--- src/rtl/lcd_pattern_gen.sv ---
// Test-pattern source for lcd_driver: colour bars, a bouncing red box, or solid white.
// Define PATTERN_GRID_EN to overlay a grey 32-pixel grid on the bar modes.
module lcd_pattern_gen #(
  parameter int BOX_SIZE = 32,
  parameter int BOX_STEP = 2
) (
  input  logic        pclk,
  input  logic        rst_n,
  input  logic [15:0] lcd_id,
  input  logic [1:0]  mode,
  input  logic [10:0] pixel_row,
  input  logic [10:0] pixel_line,
  output logic [23:0] pixel_data,
  output logic [7:0]  frame_cnt
);

  localparam logic [11:0] C_SIZE = 12'(BOX_SIZE);
  localparam logic [11:0] C_STEP = 12'(BOX_STEP);
  localparam logic [23:0] C_RED   = 24'hFF0000;
  localparam logic [23:0] C_WHITE = 24'hFFFFFF;

  typedef enum logic [1:0] {
    MODE_BARS  = 2'd0,
    MODE_BOX   = 2'd1,
    MODE_MIXED = 2'd2,
    MODE_WHITE = 2'd3
  } patMode_t;

  patMode_t    r_mode;
  logic [11:0] r_hDisp, r_vDisp;
  logic [11:0] r_boxX, r_boxY;
  logic        r_dirX, r_dirY;
  logic [23:0] r_pixelData;
  logic [7:0]  r_frameCnt;

  logic [11:0] w_x, w_y;
  logic [11:0] w_decH, w_decV;
  logic        w_frameEnd;
  logic        w_inRange, w_inBox;
  logic [11:0] w_barW;
  logic [2:0]  w_barIdx;
  logic [23:0] w_barColour, w_barLayer, w_pixelNext;
  logic [11:0] w_nextBoxX, w_nextBoxY;
  logic        w_nextDirX, w_nextDirY;

  assign w_x = {1'b0, pixel_row};
  assign w_y = {1'b0, pixel_line};

  always_comb begin
    w_decH = 12'd480;
    w_decV = 12'd272;
    case (lcd_id)
      16'h7084: begin w_decH = 12'd800;  w_decV = 12'd480; end
      16'h7016: begin w_decH = 12'd1024; w_decV = 12'd600; end
      16'h1018: begin w_decH = 12'd1280; w_decV = 12'd800; end
      default:  ;
    endcase
  end

  assign w_frameEnd = (w_x == r_hDisp - 12'd1) && (w_y == r_vDisp - 12'd1);
  assign w_inRange  = (w_x < r_hDisp) && (w_y < r_vDisp);
  assign w_inBox    = (w_x >= r_boxX) && (w_x < r_boxX + C_SIZE) &&
                      (w_y >= r_boxY) && (w_y < r_boxY + C_SIZE);
  assign w_barW     = r_hDisp >> 3;

  // Smallest k with x < (k+1)*W wins; anything past 7*W falls into bar 7.
  always_comb begin
    w_barIdx = 3'd7;
    for (int k = 6; k >= 0; k--) begin
      if (w_x < w_barW * 12'(k + 1)) w_barIdx = 3'(k);
    end
  end

  always_comb begin
    w_barColour = 24'h000000;
    case (w_barIdx)
      3'd0: w_barColour = 24'hFFFFFF;
      3'd1: w_barColour = 24'hFFFF00;
      3'd2: w_barColour = 24'h00FFFF;
      3'd3: w_barColour = 24'h00FF00;
      3'd4: w_barColour = 24'hFF00FF;
      3'd5: w_barColour = 24'hFF0000;
      3'd6: w_barColour = 24'h0000FF;
      default: w_barColour = 24'h000000;
    endcase
  end

`ifdef PATTERN_GRID_EN
  assign w_barLayer = ((w_x[4:0] == 5'd0) || (w_y[4:0] == 5'd0)) ? 24'h808080 : w_barColour;
`else
  assign w_barLayer = w_barColour;
`endif

  always_comb begin
    w_pixelNext = 24'h000000;
    if (w_inRange) begin
      case (r_mode)
        MODE_BARS:  w_pixelNext = w_barLayer;
        MODE_BOX:   w_pixelNext = w_inBox ? C_RED : 24'h000000;
        MODE_MIXED: w_pixelNext = w_inBox ? C_RED : w_barLayer;
        default:    w_pixelNext = C_WHITE;
      endcase
    end
  end

  // One axis of box motion against the newly decoded limit, so a shrinking panel clamps the box at once.
  function automatic logic [12:0] stepAxis(input logic [11:0] pos, input logic dir,
                                           input logic [11:0] lim);
    if (dir) begin
      if (pos + C_STEP + C_SIZE >= lim) return {1'b0, lim - C_SIZE};
      else                              return {1'b1, pos + C_STEP};
    end else begin
      if (pos <= C_STEP)               return {1'b1, 12'd0};
      else if (pos + C_SIZE > lim)     return {1'b0, lim - C_SIZE};
      else                             return {1'b0, pos - C_STEP};
    end
  endfunction

  assign {w_nextDirX, w_nextBoxX} = stepAxis(r_boxX, r_dirX, w_decH);
  assign {w_nextDirY, w_nextBoxY} = stepAxis(r_boxY, r_dirY, w_decV);

  always_ff @(posedge pclk or negedge rst_n) begin
    if (!rst_n) begin
      r_pixelData <= 24'h000000;
      r_frameCnt  <= 8'd0;
      r_boxX      <= 12'd0;
      r_boxY      <= 12'd0;
      r_dirX      <= 1'b1;
      r_dirY      <= 1'b1;
      r_mode      <= MODE_BARS;
      r_hDisp     <= 12'd480;
      r_vDisp     <= 12'd272;
    end else begin
      r_pixelData <= w_pixelNext;
      if (w_frameEnd) begin
        r_frameCnt <= r_frameCnt + 8'd1;
        r_mode     <= patMode_t'(mode);
        r_hDisp    <= w_decH;
        r_vDisp    <= w_decV;
        r_boxX     <= w_nextBoxX;
        r_boxY     <= w_nextBoxY;
        r_dirX     <= w_nextDirX;
        r_dirY     <= w_nextDirY;
      end
    end
  end

  assign pixel_data = r_pixelData;
  assign frame_cnt  = r_frameCnt;

endmodule

--- config.mk ---
export PLATFORM = sky130hd
export DESIGN_NAME = lcd_pattern_gen
export DESIGN_NICKNAME = d
export VERILOG_FILES = /design/src/rtl/lcd_pattern_gen.sv
export SDC_FILE = /design/constraint.sdc
export NUM_CORES = 1
export LEC_CHECK = 0
export ABC_AREA = 1
export BUFFER_PORTS_ARGS = -buffer_cell sky130_fd_sc_hd__buf_2
export CAP_MARGIN = 20
export CORE_UTILIZATION = 30
export DETAILED_ROUTE_END_ITERATION = 6
export PLACE_DENSITY = 0.45
export SYNTH_ARGS = -nofsm -noshare
export SYNTH_HDL_FRONTEND = slang
export SYNTH_SLANG_ARGS = --single-unit
--- constraint.sdc ---
create_clock -name pclk -period 8.7 [get_ports pclk]
set_clock_uncertainty 0.05 [all_clocks]
set_input_delay 0.435 -clock pclk [delete_from_list [all_inputs] [get_ports pclk]]
set_output_delay 0.435 -clock pclk [all_outputs]
set_load 0.005 [all_outputs]
Yosys cells after proc, flatten, opt, wreduce, memory -nomap -nowiden
Index checks and enable logic that the tools add are counted. Widths: inputs -> output; s select.

$lt $le $gt $ge: 19. Add/sub/neg operators: 13. Reduce and logical (&&, ||, !) cells: 7. Shift operators: 0. $mul: 4. Bitwise operators: 0. Equal/unequal tests: 13. Div/mod/pow operators: 0. Multiplexer cells: 22.

Operators by type and width (number): $pmux 24 s7 (1); $lt 11x12->1 (7); $mux 13 (6); $mux 24 (3); $pmux 24 s3 (1); $add 12x6->12 const B (4); $pmux 11 s3 (1); $eq 16x15->1 const B (2); $pmux 10 s3 (1); $add 12x2->12 const B (2); $eq 11x12->1 (2); $ge 11x12->1 (2); $ge 12x12->1 (2); $gt 12x12->1 (2); $le 12x2->1 const B (2); $mul 9x3->12 const B (2); $mux 12 (2); $sub 12x1->12 const B (2); $sub 12x2->12 const B (2); $sub 12x6->12 const B (2); $lt 11x11->1 (2); $mul 9x2->11 const B (2); $mux 3 (6); $eq 16x13->1 const B (1); other kinds (12) (19).

Memories kept: 0. Logic and storage cells: 87. RAM bits: 0. Bits in latches: 0. Bits in read-only memories: 0. Flip-flop bits (word level): 84.

Depth between registers and ports, before layout
Gate-level depths: netlist of the first run.

Depth in word-level cells: 14. Depth in mapped cells: 24. Mapped depth without buffers: 24.

Worst setup path after synthesis of the first run
No wires, ideal clock.

Kind: reg2reg. From: register r_vDisp[8]. To: register r_pixelData[7], in the netlist pixel_data[7]. Arrival time: 3318 ps. Path slack: 5254 ps. Path buffers: 0. Cell stages (with the launch flop): 19. Clock period less this slack: 3446 ps. Path through: dfstp_2 -> inv_1 -> ha_1 -> ha_1 -> inv_1 -> fa_1 -> o221ai_1 -> xor2_1 -> ha_1 -> a21o_1 -> a21oi_1 -> nand3_1 -> nand2_1 -> nand2_1 -> nand2_1 -> nand2_1 -> nand2_1 -> nand3_1 -> a21oi_1.

Cells in the longest elaborated chain, start to end: 3.

Ends and longest elaborated chain: start, declared (RTL line 30) `logic [11:0] r_hDisp, r_vDisp;`; start signal, assigned (RTL line 139) `r_vDisp <= w_decV;`; $lt 11x12->1 (RTL line 61) `assign w_inRange = (w_x < r_hDisp) && (w_y < r_vDisp);`; $logic_and 1x1->1 (RTL line 61); $mux 24 (RTL line 96) `if (w_inRange) begin`; end signal, assigned (RTL line 134) `r_pixelData <= w_pixelNext;`; end, declared (RTL line 33) `logic [23:0] r_pixelData;`.

Every way passes these cells. A chain may end at the register's enable or synchronous reset.

Final worst setup path of the first run
Ends and elaborated chain as after synthesis.

==> results list, run 1 <==
- Run status: complete, no violations
* Leading cell types in the layout, fill and taps excluded: sky130_fd_sc_hd__nand2_1, sky130_fd_sc_hd__inv_1, sky130_fd_sc_hd__ha_1
- Data on the critical path is required at its endpoint by 8.88 ns.
* Number of nets with antenna violations after detailed routing: 0
* Maximum number of pins on one net before global-route repair: 47
- Count of buffers added by post-CTS timing repair for setup: 0
- The share of synthesized area in the top cell type comes to 23.4%.
- Cell taking the most area after synthesis: sky130_fd_sc_hd__ha_1
- The number of cells on the worst reg-to-reg path is 18.
- The number of max-slew violations in the final report came to 0.
- At the pin with the least slew margin, the transition time is 0.866 ns.
* Count of inserted antenna diode cells: 0
- Number of core rows: 60
* Initial antenna violation count: 0
* Proportion of layout cells with a drive suffix above 1: between 10% and 20%
* Final wirelength: ~26000 um
* Initial Utilization: 30.8%
- Crit end category: flop
- Worst setup slack after placement: 4.73 ns
- For this run, the detailed router's first-pass iteration total came to 5.
* Hold Path Class: in2async
- TritonCTS built the clock tree.
* Layout area overhead: 8.73%
* Startpoint Class: flop
* Yosys reg bits: 46
- The tool flagged a number of max-cap violations equal to 0.
- Combinational logic is responsible for a little under a fifth of the overall power.
- Critical path endpoint: pixel_data[7]
- Setup repair after global routing missed its margin: no
* Global-route wire length before repair: 41800 um
- Fraction of the cycle the final worst path needs: 45.7%
- The floorplan step defined a core boundary enclosing 0.0271 sq mm.
- Summed over all failing endpoints, the final setup total negative slack is 0 ns.
- Number of instances in the synthesized netlist: 1246
* Part of the power in the clock network: between 40% and 50%
* Net load switching power: 165 uW
- Setup violations remaining at the end of the flow were counted as 0.
* Sequential area share after synthesis: 13.9%
- Critical register-to-register path startpoint: r_vDisp[8]
- Post-layout min period: 3.98 ns
- # H-tree levels: 2
* Num ports: 74
* Synth Warn #: 0
- Clock tree synthesis found a total of 46 sinks.
* Detailed Route Iter0 Violations: 556
- VDD sags by at most approximately 0.000079 V.
- Syn avg cell area: 6.70 sq um
- Clk pin slew, worst setup/hold paths: 0.08 ns
* Die height: 169 um
- For the worst-skew pair, the clock arrives at the later sink with an insertion delay of 0.30 ns.
- Based on the critical path, the design can be clocked at up to between 200 and 300 MHz.
- Number of remaining DRC errors: 0
* Number of nets in the layout: 1494
- CTS Buf Count: 5
* Layout fillers: between 2000 and 3000
- Static leakage power: 0.00478 uW
* Relative slew slack: about 42%
- Post-synthesis cell type count: 51
- Switching part of the total: 31.1%
* Die footprint: 0.0285 sq mm
* Overall overflow remaining after global route: 0
- Chip width: 169 um
- Cell area after synthesis: 0.00834 sq mm
* All-Layer GR Usage: roughly a fifth
- The most critical setup path has its startpoint at r_vDisp[8].
- After layout, the worst setup slack is between 4 and 5 ns.
- Post-CTS repair changed the size of 0 cells.
* Longest Clk Path Bufs: 2
- Critical R2R Capture: pixel_data[7]
- Yosys attributes the largest share of cell area to sky130_fd_sc_hd__ha_1, sky130_fd_sc_hd__nand2_1, sky130_fd_sc_hd__dfrtp_1, sky130_fd_sc_hd__inv_1, sky130_fd_sc_hd__nand3_1.
- Leaving out fill and tap cells, the most frequent cell in the layout is sky130_fd_sc_hd__nand2_1.
- Final Wtd Congestion: ~0.83
- The root buffer cell chosen for the clock tree is sky130_fd_sc_hd__clkbuf_16.
- Internal power comes to 365 uW.
- Classification of the worst setup path: reg2reg
* Total via count after detailed routing: 8026
* I/O Buffers: 73
- Average via count per standard cell: 4.82
* Detailed-route wire length per cell: between 15 and 20 um
- The number of hold violations in the final report is 0.
* Data arrival time of the critical path: 4.15 ns
* Worst Hold Margin: 0.197 ns
- After legalization and detailed placement, the total HPWL measured roughly 21000 um.
* Sequential fraction of design power: 40.3%
- The number of nets in the synthesized netlist is 1449.
* Number of global-route vias before repair: 7627
- Biggest fanout along the worst timing path: 13
- Buffers inserted to repair hold after CTS numbered 0.
- For flop-to-flop paths, the worst setup slack is 4.72 ns.
* Areal power density over the cells: 58.4 mW/mm^2
-- critical path, cell delays in order, from the launching register on --
cell and delay, ns:
sky130_fd_sc_hd__dfstp_2 0.74, sky130_fd_sc_hd__inv_1 0.35, sky130_fd_sc_hd__ha_1 0.48, sky130_fd_sc_hd__ha_1 0.19
sky130_fd_sc_hd__inv_1 0.05, sky130_fd_sc_hd__fa_1 0.40, sky130_fd_sc_hd__o221ai_1 0.27, sky130_fd_sc_hd__xor2_1 0.17
sky130_fd_sc_hd__ha_1 0.26, sky130_fd_sc_hd__a21o_1 0.18, sky130_fd_sc_hd__a21oi_1 0.12, sky130_fd_sc_hd__nand3_1 0.10
sky130_fd_sc_hd__nand2_1 0.10, sky130_fd_sc_hd__nand2_1 0.05, sky130_fd_sc_hd__nand2_1 0.08, sky130_fd_sc_hd__nand2_1 0.05
sky130_fd_sc_hd__nand2_1 0.05, sky130_fd_sc_hd__nand3_1 0.07, sky130_fd_sc_hd__a21oi_1 0.12
-- how the worst min path moves through the flow --
stage / cells past startpoint / slack (ns) / to
after floorplan: 0 / 0.09 / frame_cnt[0]
after global placement: 2 / 0.44 / frame_cnt[6]
after detailed placement: 2 / 0.45 / frame_cnt[6]
after CTS: 2 / 0.23 / frame_cnt[2]
after global routing: 2 / 0.26 / r_boxY[11]
final: 2 / 0.20 / frame_cnt[0]
-- power by group through the flow --
stage	Clock (uW)	Combinational, uW	Sequential [uW]
6_report	215	101	214
5_1_grt	226	118	214
3_5_place_dp	0	102	218
2_1_floorplan	0	57.5	218
3_3_place_gp	0	102	218
4_1_cts	221	103	214
-- synthesized netlist by cell type (all sizes together) --
| cell | count |
|---|---|
| nor3b | 1 |
| inv | 177 |
| xor2 | 43 |
| and2 | 3 |
| nand2 | 304 |
| dfrtp | 40 |
| nor3 | 21 |
| o21bai | 1 |
| o221ai | 1 |
| ha | 156 |
| fa | 5 |
| or2 | 4 |
| a21oi | 84 |
| xnor2 | 13 |
| a31oi | 2 |
| nor4 | 7 |
| a221oi | 1 |
| nor2 | 125 |
| and3 | 7 |
| a22oi | 1 |
| buf | 33 |
| nand3b | 4 |
| o311ai | 2 |
| clkdlybuf4s25 | 1 |
| o21a | 7 |
| o31ai | 2 |
| a21boi | 3 |
| dfstp | 6 |
| clkbuf | 3 |
| nand4 | 43 |
| o211ai | 8 |
| o21ai | 38 |
| nand3 | 90 |
| a21o | 10 |
-- cells by family after synthesis --
logic type	Yosys count	synth area share [%]
and+or+nand+nor	609	33.1
AOI/OAI and AO/OA	160	11.2
DFF	46	13.9
adders and majority gates	161	24.6
xor gates and xnor gates	56	5.97
buffers and inverters	214	11.2
-- layout make-up --
type	count	area [sq um]	share of cell area, %
flip-flops and latches	46	1160	12.8
multi-input cells	986	6250	68.9
well taps	372	465	5.13
inverters	177	664	7.32
clock inverters	2	12.5	0.138
repair buffers	75	380	4.19
clock buffers	6	139	1.53
-- layer usage --
metal  share of wire, %  vias up  track usage (%)
met1                 50     3679             26.0
met3                2.9       18             1.57
met5                  0        -                0
met2                 46      148             32.0
li1                   -     4181                -
met4                1.1        0             3.16
-- registers in the layout (all words and copies together) (netlist names) --
signal      count
frame_cnt       8
pixel_data      3
r_boxX         11
r_boxY         11
r_dirX          1
r_dirY          1
r_hDisp         3
r_mode          2
r_vDisp         6
-- through the flow --
step / cell area [sq um] / util [%] / std cells / total power, uW
floorplan: 8340 / - / 1246 / 275
global placement: 8920 / 32.9 / 1656 / 320
detailed placement: 8920 / 32.9 / 1656 / 320
CTS: 9070 / 33.5 / 1664 / 538
global route: 9070 / 33.5 / 1664 / 558
finish: 9070 / 33.5 / 1664 / 530
(Power assumes the default switching activity.)
==> run 2: changes to the inputs <==
--- a/config.mk
+++ b/config.mk
@@ -10,7 +10,7 @@
 export CAP_MARGIN = 20
 export CORE_UTILIZATION = 30
 export DETAILED_ROUTE_END_ITERATION = 6
-export PLACE_DENSITY = 0.45
+export PLACE_DENSITY = 0.46
 export SYNTH_ARGS = -nofsm -noshare
 export SYNTH_HDL_FRONTEND = slang
 export SYNTH_SLANG_ARGS = --single-unit
==> constraint.sdc (replaced) <==
create_clock -name pclk -period 3.3 [get_ports pclk]
set_clock_uncertainty 0.05 [all_clocks]
set_input_delay 0.165 -clock pclk [delete_from_list [all_inputs] [get_ports pclk]]
set_output_delay 0.165 -clock pclk [all_outputs]
set_load 0.005 [all_outputs]
==> run 2 against run 1 <==
  * The flow now finishes with violations (setup timing)
  * Setup slack got worse by 4.7 ns
  * Cell count is 5.5% higher
  * Total power rose to 2.8 times the previous value
  * Sequential share of layout area is 1.2 points lower
  * First-iteration DRC count fell by 7.6%
  * Clock-buffer cell count is 1 lower
  * Largest cell class unchanged
  * Critical path depth increased by 3
  * Register-to-register slack lost 4.7 ns
  * Die area is the same
  * Core utilization increased by 3.8 points
==> results list, run 2 (synthesis results as in run 1) <==
- The final RePlAce weighted congestion came to 0.881 (+6.2%).
- Maximum number of pins on one net before global-route repair: 29 (-38%)
- Data arrival time of the critical path: 3.48 ns (-0.67 ns)
- Biggest fanout along the worst timing path: 3 (-10)
- The detail-routed net length per standard cell is 15.7 um (-0.40%).
- The number of stages on the worst setup path is 21 (+3).
* Most used cell along the critical path: sky130_fd_sc_hd__nand2_1
* Placed cell count: 1728 (+4.3%)
- The multi-input logic area is 0.00657 sq mm (+5.0%).
- The core area came to 0.0271 sq mm (unchanged).
- The transition time of the tightest slew-check pin was 0.757 ns (-0.109 ns).
- Violated checks: setup timing
* Total via count after detailed routing: 8472 (+5.6%)
* Critical register-to-register path startpoint: r_vDisp[8]
- Setup repair after global routing missed its margin: yes
- I/O Buffers: 73 (unchanged)
- The endpoint required time on the critical path was 3.48 ns (-5.40 ns).
- Max-cap check violation count: 0 (unchanged)
- Placed wire-length estimate after detailed placement: 22300 um (+5.0%)
* Worst Hold Margin: 0.00661 ns (-0.190 ns)
* Worst Setup Slack, final: -0.00319 ns (-4.73 ns)
- WP buf/inv: 0 (-2)
* Number of core rows: 60 (unchanged)
- Chip width: 169 um (unchanged)
- Commonest non-fill, non-tap cell in the layout: sky130_fd_sc_hd__nand2_1
- Clock insertion delay at the later pin of the skew report: 0.31 ns (about the same)
- Overall overflow remaining after global route: 0 (unchanged)
- Count of endpoints failing hold in the final timing report: 0 (unchanged)
* Clock sink count: 46 (unchanged)
* Final wirelength: 27600 um (+5.0%)
- All-Layer GR Usage: 19.4% (+0.59 points)
- The count of pins on the block boundary was 74 (unchanged).
* Relative slew slack: 49.5% (+7.4 points)
- Areal power density over the cells: 145 mW/mm^2 (+150%)
* Ordered list of cells on the worst path: fa_2, ha_4, a21oi_2, nand2_1, a21o_1, a21oi_2, xor2_1, ha_1, nand2_1, nand2_1, a21oi_1, nand2_1, nor2_1, nand2_1, nand2_1, nand2_1, nand2_2, nand2_1, nand2_1, nand3_2, a21oi_2
- The number of max-slew violations in the final report came to 0 (unchanged).
- Layout area overhead: 21.2%
- Die height: 169 um (unchanged)
- Final cell count without fillers: 1755 (+5.5%)
* Post-layout min period: 3.30 ns (-0.674 ns)
- The number of cell instances on the worst register-to-register path came to 21 (+3).
- Static leakage power: 0.00521 uW (+8.9%)
- Initial Utilization: 30.8% (unchanged)
- The number of global-route vias before repair came to 7933 (+4.0%).
* Initial antenna violation count: 0 (unchanged)
- CP startpoint: r_vDisp[8]
- # H-tree levels: 2 (unchanged)
- The largest voltage drop on the vdd net was 0.000159 V (+100%).
* Startpoint Class: flop
- The tightest min-delay check is of the in2reg type.
- Detailed Route Iter0 Violations: 514 (-7.6%)
* Number of setup violations in the final report: 1 (+1)
- Count of inserted antenna diode cells: 0 (unchanged)
- Critical R2R Capture: pixel_data[7]
* Top achievable clock speed: 303 MHz (+20%)
- Slowest cell on the critical path: sky130_fd_sc_hd__dfstp_2
- The net count reported at finish was 1585 (+6.1%).
- Register cell area after layout: 0.00117 sq mm (+0.86%)
* Proportion of layout cells with a drive suffix above 1: 21.4% (+10 points)
- The number of optimization iterations in the first detailed-route pass was 6 (+1).
- Crit end category: flop
* Clock root buffer: sky130_fd_sc_hd__clkbuf_16
- The worst-case clock buffer depth came to 2 (unchanged).
* Number of remaining DRC errors: 0 (unchanged)
- The global-route wire length before repair was 43000 um (+2.8%).
- The top cell types in the final layout, fill and taps aside, are sky130_fd_sc_hd__nand2_1, sky130_fd_sc_hd__inv_1, sky130_fd_sc_hd__ha_1.
- The highest cell delay on the worst timing path is 0.57 ns (-0.17 ns).
* Classification of the worst setup path: reg2reg
- Average via count per standard cell: 4.83 (about the same)
- Run status: complete, but fails checks
- The number of clock buffers inserted by TritonCTS is 5 (unchanged).
- Critical path endpoint: pixel_data[7]
* Layout fillers: 2922 (-2.2%)
- Crit-path leading delay family: adder cells
- The register-to-register setup slack was -0.003 ns (-4.73 ns).
- The number of nets with antenna violations after routing was 0 (unchanged).
* Clk pin slew, worst setup/hold paths: 0.07 ns (about the same)
- Die footprint: 0.0285 sq mm (unchanged)
* Fraction of the cycle the final worst path needs: 100% (+54 points)
- TritonCTS built the clock tree.
* Worst setup slack after placement: -0.102 ns (-4.83 ns)
run 2: layout make-up:
class / count / share of cell area (%)
Tap cell: 372 / 4.60
Inverter: 177 / 6.61
Sequential cell: 46 / 11.6
Multi-Input combinational cell: 988 / 65.0
Clock buffer: 5 / 1.24
Clock inverter: 3 / 0.446
Timing Repair Buffer: 164 / 10.6
run 2: worst min-delay path by stage:
| stage | startpoint | end | slack, ns | cells past startpoint |
|---|---|---|---|---|
| floorplan | rst_n | frame_cnt[0] | -0.18 | 0 |
| finish | mode[1] | r_mode[1] | 0.007 | 3 |
| CTS | mode[1] | r_mode[1] | 0.003 | 3 |
| global placement | rst_n | frame_cnt[2] | 0.23 | 1 |
| global route | mode[1] | r_mode[1] | 0.01 | 3 |
| detailed placement | rst_n | frame_cnt[2] | 0.24 | 1 |
run 2: worst min-delay path: stages:
cell and delay (ns):
sky130_fd_sc_hd__buf_2 0.08, sky130_fd_sc_hd__nand2_1 0.04, sky130_fd_sc_hd__nand2_1 0.04
run 2: power by group:
part	switching (uW)	total (uW)	internal, uW
clock network	267	626	359
logic	173	274	101
registers	0.0547	564	564
run 2: metal layers:
layer / track usage [%] / up-vias / part of all wire [%]
li1: - / 4372 / -
met1: 26.1 / 3892 / 48
met2: 33.2 / 183 / 47
met3: 1.89 / 25 / 2.8
met4: 4.19 / 0 / 1.4
met5: 0 / - / 0
run 2: metrics by stage:
step	total power, uW	util, %	TNS, ns	instance area, sq um
2_1_floorplan	726	-	-0.0808	8380
3_3_place_gp	842	35.1	-0.0518	9510
3_5_place_dp	844	35.1	-0.102	9510
4_1_cts	1480	35.9	-0.0272	9730
5_1_grt	1540	37.3	-0.543	10100
6_report	1460	37.3	-0.00319	10100
run 2: timing repair:
| item | in CTS | in global routing |
|---|---|---|
| pin swaps | 15 | 29 |
| cloned | 0 | 2 |
| endpoints found under the setup margin | 1 | 26 |
| setup buffers | 0 | 16 |
| resized for setup | 8 | 59 |
| endpoints found under the hold margin | 24 | 0 |
| hold buffers | 1 | 0 |
==> run 3: changes to the inputs <==
--- a/config.mk
+++ b/config.mk
@@ -8,9 +8,10 @@
 export ABC_AREA = 1
 export BUFFER_PORTS_ARGS = -buffer_cell sky130_fd_sc_hd__buf_2
 export CAP_MARGIN = 20
-export CORE_UTILIZATION = 30
+export CORE_UTILIZATION = 57
 export DETAILED_ROUTE_END_ITERATION = 6
-export PLACE_DENSITY = 0.46
+export GPL_ROUTABILITY_DRIVEN = 0
+export PLACE_DENSITY = 0.79
 export SYNTH_ARGS = -nofsm -noshare
 export SYNTH_HDL_FRONTEND = slang
 export SYNTH_SLANG_ARGS = --single-unit
==> run 3 against run 2 <==
  * The flow still finishes with violations (setup timing)
  * Clock power is 3.2% lower
  * Core utilization grew 32 points
  * First-iteration DRC count rose by 57%
  * Cell count shrank 12%
  * Critical endpoint unchanged
==> results list, run 3 (synthesis results as in run 1) <==
* Slowest cell on the critical path: sky130_fd_sc_hd__dfstp_2
* Layout area overhead: 16.4%
* Total via count after detailed routing: 8773 (+3.6%)
* Number of nets with antenna violations after detailed routing: 0 (unchanged)
- Clock root buffer: sky130_fd_sc_hd__clkbuf_16
- Commonest non-fill, non-tap cell in the layout: sky130_fd_sc_hd__nand2_1
- Number of core rows: 43 (-28%)
- Crit end category: flop
- Static leakage power: 0.00516 uW (-0.87%)
- Number of global-route vias before repair: 8124 (+2.4%)
- Chip width: 123 um (-27%)
* Number of setup violations in the final report: 1 (unchanged)
- The cell area after placement was 0.00913 sq mm (-4.0%).
* Core area: 0.0141 sq mm (-48%)
* # H-tree levels: 2 (unchanged)
* WP buf/inv: 3 (+3)
* Max-cap check violation count: 0 (unchanged)
- The final clock period utilization by the worst path came to 105% (+5.3 points).
* I/O Buffers: 73 (unchanged)
- Router iterations before antenna repair: 5 (-1)
- Die height: 123 um (-27%)
- The total number of clock tree sinks was 46 (unchanged).
* Leading cell types in the layout, fill and taps excluded: sky130_fd_sc_hd__nand2_1, sky130_fd_sc_hd__inv_1, sky130_fd_sc_hd__ha_1
- Worst-margin pin slew: 0.848 ns (+0.0908 ns)
* Crit-path leading delay family: adder cells
* Most used cell along the critical path: sky130_fd_sc_hd__nand2_1
- Worst setup slack after placement: -0.200 ns (-0.0980 ns)
- The post-route cell area is 0.00971 sq mm (-3.9%).
* Hold Path Class: in2reg
* Initial antenna violation count: 0 (unchanged)
- The minimum clock period was 3.48 ns (+0.176 ns).
* Delay of the slowest cell on the worst path: 0.57 ns (about the same)
- Setup TNS: -0.180 ns (-0.176 ns)
* Clock insertion delay at the later pin of the skew report: 0.30 ns (about the same)
* Longest Clk Path Bufs: 2 (unchanged)
- The detail-routed net length per standard cell was 15.8 um (+0.48%).
- The worst-case headroom to the max-slew limit was 43.5% (-6.1 points).
- Source of the worst hold timing path: mode[1]
- The count of pins on the block boundary was 74 (unchanged).
* Run status: complete, but fails checks
* Placed cell count: 1517 (-12%)
- The global-route wire length before repair came to 38100 um (-11%).
* Final wirelength: 24500 um (-11%)
* Maximum number of pins on one net before global-route repair: 34 (+17%)
* Average via count per standard cell: 5.66 (+17%)
* Initial Utilization: 59.2% (+28 points)
- All-Layer GR Usage: 32.0% (+13 points)
- The residual DRC count is 0 (unchanged).
- The area of the die was 0.0151 sq mm (-47%).
- Worst Setup Slack, final: -0.180 ns (-0.176 ns)
- The count of routing violations after the opening detailed-route iteration is 805 (+57%).
- Overall overflow remaining after global route: 0 (unchanged)
- Startpoint Class: flop
* Critical path data required time: 3.47 ns (about the same)
- Walking the worst path, the cells encountered are buf_6, clkinvlp_4, ha_4, ha_4, inv_2, fa_2, o221ai_2, xor2_1, ha_1, a21o_1, a21oi_1, nand3_1, nand2_1, nand2_1, nand2_1, nand2_1, nand2_1, nand3_2, a21oi_2.
- The ratio of total power to cell area is 149 mW/mm^2 (+2.6%).
- Classification of the worst setup path: reg2reg
- The final antenna diode count was 0 (unchanged).
- TritonCTS built the clock tree.
- Number of nets in the layout: 1571 (-0.88%)
- Setup repair after global routing missed its margin: yes
- Final Max Slew Viols: 0 (unchanged)
- The layout cell share with drive strength beyond 1 was 19.7% (-1.7 points).
* Violated checks: setup timing
- The hold slack came to 0.0153 ns (+0.00871 ns).
- Clk pin slew, worst setup/hold paths: 0.07 ns (about the same)
* Worst voltage drop across the vdd grid: 0.000230 V (+44%)
- The arrival time at the worst endpoint was 3.65 ns (+0.17 ns).
- The number of cells in the finished layout apart from fillers is 1549 (-12%).
- CP startpoint: r_vDisp[8]
- The sum of net half-perimeters after detailed placement came to 18800 um (-16%).
- Critical register-to-register path startpoint: r_vDisp[8]
- Top achievable clock speed: 287 MHz (-5.1%)
- The highest fanout seen on the critical path came to 4 (+1).
- The number of clock buffers inserted by TritonCTS came to 5 (unchanged).
- The number of hold violations in the final report came to 0 (unchanged).
[run 3: repair_timing]
| item | 4_1_cts | 5_1_grt |
|---|---|---|
| gates resized for setup | 10 | 47 |
| hold buffers | 1 | 0 |
| setup endpoints to repair | 1 | 27 |
| pin swaps | 9 | 25 |
| gates cloned | 0 | 1 |
| hold endpoints to repair | 26 | 0 |
| setup buffers | 3 | 19 |
[run 3: final timing paths]
| kind | endpoint | slack (ns) | depth (start not counted) |
|---|---|---|---|
| worst max-delay path | pixel_data[7] | -0.18 | 19 |
| worst min-delay path | r_mode[1] | 0.02 | 3 |
| worst max register to register | pixel_data[7] | -0.18 | 19 |
| worst min register to register | frame_cnt[6] | 0.45 | 2 |
| max in group asynchronous | r_boxX[1] | 2.00 | 3 |
| min in group asynchronous | pixel_data[15] | 0.46 | 2 |
[run 3: worst min-delay path, cell delays in order]
cell and delay, ns:
sky130_fd_sc_hd__buf_2 0.08, sky130_fd_sc_hd__nand2_1 0.04, sky130_fd_sc_hd__nand2_1 0.04
[run 3: area by class of cell]
cell class | instances | area, sq um
multi-input cells | 987 | 6510
fillers | 1223 | 4380
flip-flops and latches | 46 | 1160
repair buffers | 151 | 973
inverters | 177 | 668
well taps | 180 | 225
clock buffers | 5 | 125
clock inverters | 3 | 43.8
[run 3: through the flow]
stage / total power, uW / util (%)
2_1_floorplan: 726 / -
3_3_place_gp: 825 / 64.8
5_1_grt: 1500 / 68.9
6_report: 1440 / 68.9
4_1_cts: 1430 / 66.5
3_5_place_dp: 834 / 64.8
[run 3: routing by layer]
layer  global-route usage [%]  routed length, um  vias to the layer above
met5                        0                  0                        -
met1                     39.8              10500                     4016
met4                     10.2                660                        0
met2                     57.0              11800                      338
li1                         -                  -                     4353
met3                     4.38               1480                       66
[run 3: power by group]
group	internal, uW	switching, uW	total [uW]
Combinational	102	171	273
Clock	360	246	606
Sequential	564	0.0548	564
Total	1030	417	1440
